## config.mk

```make
export PLATFORM = sky130hd
export DESIGN_NAME = led_pattern_gen
export DESIGN_NICKNAME = d
export VERILOG_FILES = /design/src/rtl/led_pattern_gen.sv
export SDC_FILE = /design/constraint.sdc
export NUM_CORES = 1
export LEC_CHECK = 0
export ABC_AREA = 1
export BUFFER_PORTS_ARGS = -buffer_cell sky130_fd_sc_hd__buf_2
export CAP_MARGIN = 20
export CORE_MARGIN = 5
export CORE_UTILIZATION = 40
export CTS_BUF_LIST = sky130_fd_sc_hd__clkbuf_8
export CTS_CLUSTER_DIAMETER = 150
export CTS_CLUSTER_SIZE = 8
export DETAILED_ROUTE_END_ITERATION = 8
export PLACE_DENSITY = 0.57
export SYNTH_ARGS = -nofsm -noshare
export SYNTH_HDL_FRONTEND = slang
export SYNTH_SLANG_ARGS = --single-unit
```

## constraint.sdc

```tcl
create_clock -name clk -period 3.4 [get_ports clk]
set_input_delay 0.17 -clock clk [delete_from_list [all_inputs] [get_ports clk]]
set_output_delay 0.17 -clock clk [all_outputs]
set_load 0.1 [all_outputs]
```

## src/rtl/led_pattern_gen.sv

```systemverilog
// LED pattern generator: prescaled count, scan, PWM-breathe and blank patterns.
// Latency: tick and the updated leds appear together one edge after the step; no backpressure (enable freezes all state).
module led_pattern_gen #(
  parameter int NUM_LEDS = 8,
  parameter int DIV_W    = 26,
  parameter int PWM_W    = 8
) (
  input  logic                clk,
  input  logic                rst,
  input  logic                enable,
  input  logic [1:0]          mode,
  input  logic [DIV_W-1:0]    div,
  output logic [NUM_LEDS-1:0] leds,
  output logic                tick
);

  localparam int POS_W = (NUM_LEDS > 1) ? $clog2(NUM_LEDS) : 1;
  localparam logic [POS_W-1:0] POS_MAX = POS_W'(NUM_LEDS - 1);
  localparam logic [PWM_W-1:0] LVL_MAX = '1;

  typedef enum logic [1:0] {
    MODE_COUNT   = 2'b00,
    MODE_SCAN    = 2'b01,
    MODE_BREATHE = 2'b10,
    MODE_BLANK   = 2'b11
  } mode_e;

  logic [DIV_W-1:0]    pc_q, pc_d;
  logic [PWM_W-1:0]    pwm_q, pwm_d;
  logic [NUM_LEDS-1:0] cnt_q, cnt_d;
  logic [POS_W-1:0]    pos_q, pos_d;
  logic                dir_up_q, dir_up_d;
  logic [PWM_W-1:0]    level_q, level_d;
  logic                ramp_up_q, ramp_up_d;
  mode_e               mode_q, mode_d;
  logic                tick_q, tick_d;
  logic [NUM_LEDS-1:0] leds_q, leds_d;

  always_ff @(posedge clk or posedge rst) begin
    if (rst) begin
      pc_q      <= '0;
      pwm_q     <= '0;
      cnt_q     <= '0;
      pos_q     <= '0;
      dir_up_q  <= 1'b1;
      level_q   <= '0;
      ramp_up_q <= 1'b1;
      mode_q    <= MODE_COUNT;
      tick_q    <= 1'b0;
      leds_q    <= '0;
    end else begin
      pc_q      <= pc_d;
      pwm_q     <= pwm_d;
      cnt_q     <= cnt_d;
      pos_q     <= pos_d;
      dir_up_q  <= dir_up_d;
      level_q   <= level_d;
      ramp_up_q <= ramp_up_d;
      mode_q    <= mode_d;
      tick_q    <= tick_d;
      leds_q    <= leds_d;
    end
  end

  always_comb begin
    pc_d      = pc_q;
    pwm_d     = pwm_q;
    cnt_d     = cnt_q;
    pos_d     = pos_q;
    dir_up_d  = dir_up_q;
    level_d   = level_q;
    ramp_up_d = ramp_up_q;
    mode_d    = mode_q;
    tick_d    = 1'b0;
    leds_d    = leds_q;

    if (enable) begin
      pwm_d = pwm_q + 1'b1;
      // >= rather than == so lowering div below pc ticks immediately
      if (pc_q >= div) begin
        tick_d = 1'b1;
        pc_d   = '0;
        if (mode_e'(mode) != mode_q) begin
          mode_d    = mode_e'(mode);
          cnt_d     = '0;
          pos_d     = '0;
          dir_up_d  = 1'b1;
          level_d   = '0;
          ramp_up_d = 1'b1;
        end else begin
          case (mode_q)
            MODE_COUNT: cnt_d = cnt_q + 1'b1;
            MODE_SCAN: begin
              if (NUM_LEDS > 1) begin
                if (dir_up_q) begin
                  if (pos_q == POS_MAX) begin
                    dir_up_d = 1'b0;
                    pos_d    = pos_q - 1'b1;
                  end else begin
                    pos_d = pos_q + 1'b1;
                  end
                end else begin
                  if (pos_q == '0) begin
                    dir_up_d = 1'b1;
                    pos_d    = pos_q + 1'b1;
                  end else begin
                    pos_d = pos_q - 1'b1;
                  end
                end
              end
            end
            MODE_BREATHE: begin
              if (ramp_up_q) begin
                if (level_q == LVL_MAX) begin
                  ramp_up_d = 1'b0;
                  level_d   = level_q - 1'b1;
                end else begin
                  level_d = level_q + 1'b1;
                end
              end else begin
                if (level_q == '0) begin
                  ramp_up_d = 1'b1;
                  level_d   = level_q + 1'b1;
                end else begin
                  level_d = level_q - 1'b1;
                end
              end
            end
            default: ;
          endcase
        end
      end else begin
        pc_d = pc_q + 1'b1;
      end

      // leds follow next-state so they line up with tick at the same edge
      case (mode_d)
        MODE_COUNT:   leds_d = cnt_d;
        MODE_SCAN:    leds_d = NUM_LEDS'(1) << pos_d;
        MODE_BREATHE: leds_d = {NUM_LEDS{pwm_d < level_d}};
        default:      leds_d = '0;
      endcase
    end
  end

  assign leds = leds_q;
  assign tick = tick_q;

endmodule

```

==> results.yml <==
timing:
  rsz0062_at_grt: "false"
  maxSlewViolCount: 0
  hold_viol_final: 0
  fin_setup_tns_ps: 0
  fin_crit_sh_pct: 90.3
  period_needed_ps: 3070
  setup_viol: 0
  relSlewSlack_pct: 56.6
  fin_worst_skew_ps: 8.54
  max_freq_mhz: 326
  setup_slack_ps: 328
  max_slew.worst_pin.slew_ps: 648
run:
  maxCapViolations: 0
clock_network:
  cts_tree: "done"
  numClockSinks: 66
  cts_made_buffers: 9
  htreeDepth: 3
  path_clk_slew_ps: 80
  clk_latency_ps: 350
  clockBufferDepth: 2
  cts_setup_buffers: 0
  root_buffer: "clkbuf_8"
grt:
  use_met2_pct: 29.7
  grt_pass1_vias: 4610
  grt_max_degree: 46
  grt_use_met3_pct: 3.09
  grt_pass1_wl_um: 21400
  antenna_found_initial: 0
  track_usage_pct: 17.8
  overflow: 0
  use_met1_pct: 23.1
  grt.busiest_layer: "met2"
worst_setup_path:
  setup.worst_path.class: "flip-flop to flip-flop"
  cp_common_cell: "nand2_1"
  worstPathRequired_ps: 3630
  cp_slowest_cell: "dfrtp_2"
  cp_max_fo: 8
  cpPeakStageDelay_ps: 450
  cp-start-kind: "flip-flop"
  cp_top_family: "simple AND/OR/NAND/NOR gates"
  critPathArrivalTime_ps: 3310
  crit_chain: "ha_1, nand2_1, nor2_1, and2_0, nand2_1, nor2_1, nor2_2, nand3_2, nand2_1, buf_4, a311oi_2, a21oi_1, ha_1, nand2_1, nand2_1, nand2_1, nand2_1, nand2_1, nand2_4, nand2_1, nand2_1, nand2_1"
  crit_path_end_kind: "flip-flop"
  critical_path_buf_inv_count: 1
route:
  routedWlPerCell_um: 13.4
  route.detailed.drc: 0
  detail_route.wirelength_um: 12400
  via_per_inst: 5.00
  drt_first_pass_iters: 5
  vias: 4633
  ant_nets: 0
  drt_iter0_drc: 257
place:
  dp_hpwl_um: 9170
  postPlaceCellArea_um2: 5470
  dp_slack_ps: 106
  port_buffers: 39
  gp_congestion: 0.930
min_path:
  hp-class: "primary input to flip-flop"
logic_synthesis:
  ys_ff_latch: 66
  ys_seq_area_share_pct: 32.6
  syn-cell-area_um2: 5070
  yosysUniqueCellTypes: 45
  yosysWarnings: 0
  syn_nets: 778
  synthCells: 704
  async_flop_share_pct: 100
  postSynthAreaPerCell_um2: 7.20
  synth_edf_count: 0
  synth_flop_cell: "dfrtp_1"
finish:
  diodes: 0
  layout-area-overhead-vs-synth_pct: 12.8
  final_area_um2: 5720
  multi_input_area_um2: 2940
  fillers: 1313
  layout.nets: 824
  drive_gt1_share_pct: 15.2
  seq_area_um2: 1660
floorplanning:
  start_util_pct: 40.5
  dieArea_um2: 15000
  fp.dieH_um: 123
  core_um2: 12500
  die_w_um: 123
  pin_count: 40
  rows: 41
run_status:
  status: "completed"
power_and_ir_drop:
  p_per_area_nw_per_um2: 655
  p_leak_nw: 2.95
  ir_drop_mv: 0.538
==> Yosys cell counts (6+ instances only) <==
master   number  share of area, %
inv_2         9              0.67
nand2_1     189                14
nor3_1       12               1.2
a21oi_1      39               3.9
o21ai_1       6              0.59
nand4_1       7              0.86
dfrtp_1      64                32
inv_1        98               7.3
nor2_2        7              0.86
xor2_1       27               4.7
ha_1         43                11
nand3_1      32               3.2
nor2_1       50               3.7
xnor2_1       7               1.2
o21ai_0      40               3.9
==> area by class of cell <==
class	count	area share, %
well taps	172	3.76
clock inverters	3	0.241
flip-flops and latches	66	29.0
multi-input cells	512	51.3
repair buffers	52	5.38
inverters	109	7.16
clock buffers	13	3.13
==> placed cells by master, fill, tap and decap left out, types with 2 or more instances in the layout <==
master | Yosys | final
nand2_1 | 189 | 187
inv_1 | 98 | 97
dfrtp_1 | 64 | 61
nor2_1 | 50 | 48
ha_1 | 43 | 43
o21ai_0 | 40 | 40
a21oi_1 | 39 | 39
buf_2 | 5 | 39
nand3_1 | 32 | 32
xor2_1 | 27 | 27
clkbuf_8 | 0 | 13
nor3_1 | 12 | 11
inv_2 | 9 | 11
buf_4 | 3 | 11
nor2_2 | 7 | 9
nand4_1 | 7 | 7
xnor2_1 | 7 | 7
o21ai_1 | 6 | 6
o22ai_1 | 5 | 5
nand2_2 | 4 | 5
nor3b_1 | 5 | 5
o21a_1 | 5 | 5
nor3_2 | 3 | 4
nor4_1 | 4 | 4
o21ai_2 | 3 | 3
o211ai_1 | 3 | 3
nor2_4 | 3 | 3
dfrtp_2 | 0 | 3
nand3_2 | 2 | 2
or2_1 | 2 | 2
a31oi_1 | 2 | 2
clkinv_1 | 2 | 2
clkinv_2 | 0 | 2
dfstp_2 | 2 | 2
==> cell families after synthesis <==
kind of cell,after synthesis,synth area share (%)
fa+ha+maj,43,10.6
compound gates,109,12.1
xor+xnor,34,5.88
simple gates,326,28.8
flops,66,32.6
buf+inv,126,9.97
==> worst paths after layout <==
| path | start | to | slack [ps] | cells after the start |
|---|---|---|---|---|
| setup / recovery | pc_q[13] | leds[1] | 330 | 22 |
| hold / removal | mode[1] | mode_q[1] | 140 | 3 |
| setup reg to reg | pc_q[13] | leds[1] | 330 | 22 |
| hold reg to reg | leds[6] | leds[6] | 480 | 2 |
| max in group asynchronous | rst | dir_up_q | 2380 | 5 |
| min in group asynchronous | rst | tick | 260 | 3 |
==> worst register-to-register path: cells and delay by family, from the launching register on <==
| family | cells | cell delay, ps |
|---|---|---|
| buf+inv | 1 | 180 |
| compound gates | 2 | 310 |
| fa+ha+maj | 2 | 600 |
| flops | 1 | 450 |
| simple gates | 17 | 1430 |
==> power breakdown <==
part / total (mW) / internal (mW) / switching [mW] / leakage (nW)
sequential: 1.20 / 0.986 / 0.212 / 0.869
combinational: 1.89 / 0.600 / 1.29 / 1.97
clock: 0.652 / 0.340 / 0.312 / 0.107
==> registers in the layout (all words and copies together), names as in the netlist <==
register,count
dir_up_q,1
tick,1
pwm_q,8
pos_q,3
leds,8
pc_q,26
ramp_up_q,1
mode_q,2
level_q,8
cnt_q,8
==> repair_timing <==
action                                  CTS  global route
hold endpoints to repair                  0             6
hold buffers                              0             1
endpoints found under the setup margin    0             8
resized for setup                         0            11
==> through the flow <==
| stage | util [%] | hold slack, ps | power [mW] | instances |
|---|---|---|---|---|
| after floorplan | - | 334 | 2.62 | 704 |
| after global placement | 43.7 | 463 | 3.02 | 909 |
| after detailed placement | 43.7 | 460 | 3.06 | 909 |
| after CTS | 45.2 | 92.6 | 3.73 | 925 |
| after global routing | 45.7 | 148 | 4.09 | 927 |
| final | 45.7 | 142 | 3.74 | 927 |
==> per-layer routing <==
metal / vias to the layer above / wire (um)
li1: 2347 / -
met1: 2141 / 5800
met2: 124 / 5820
met3: 21 / 539
met4: 0 / 241
met5: - / 0
No activity file was read; power rests on OpenSTA's default activity.
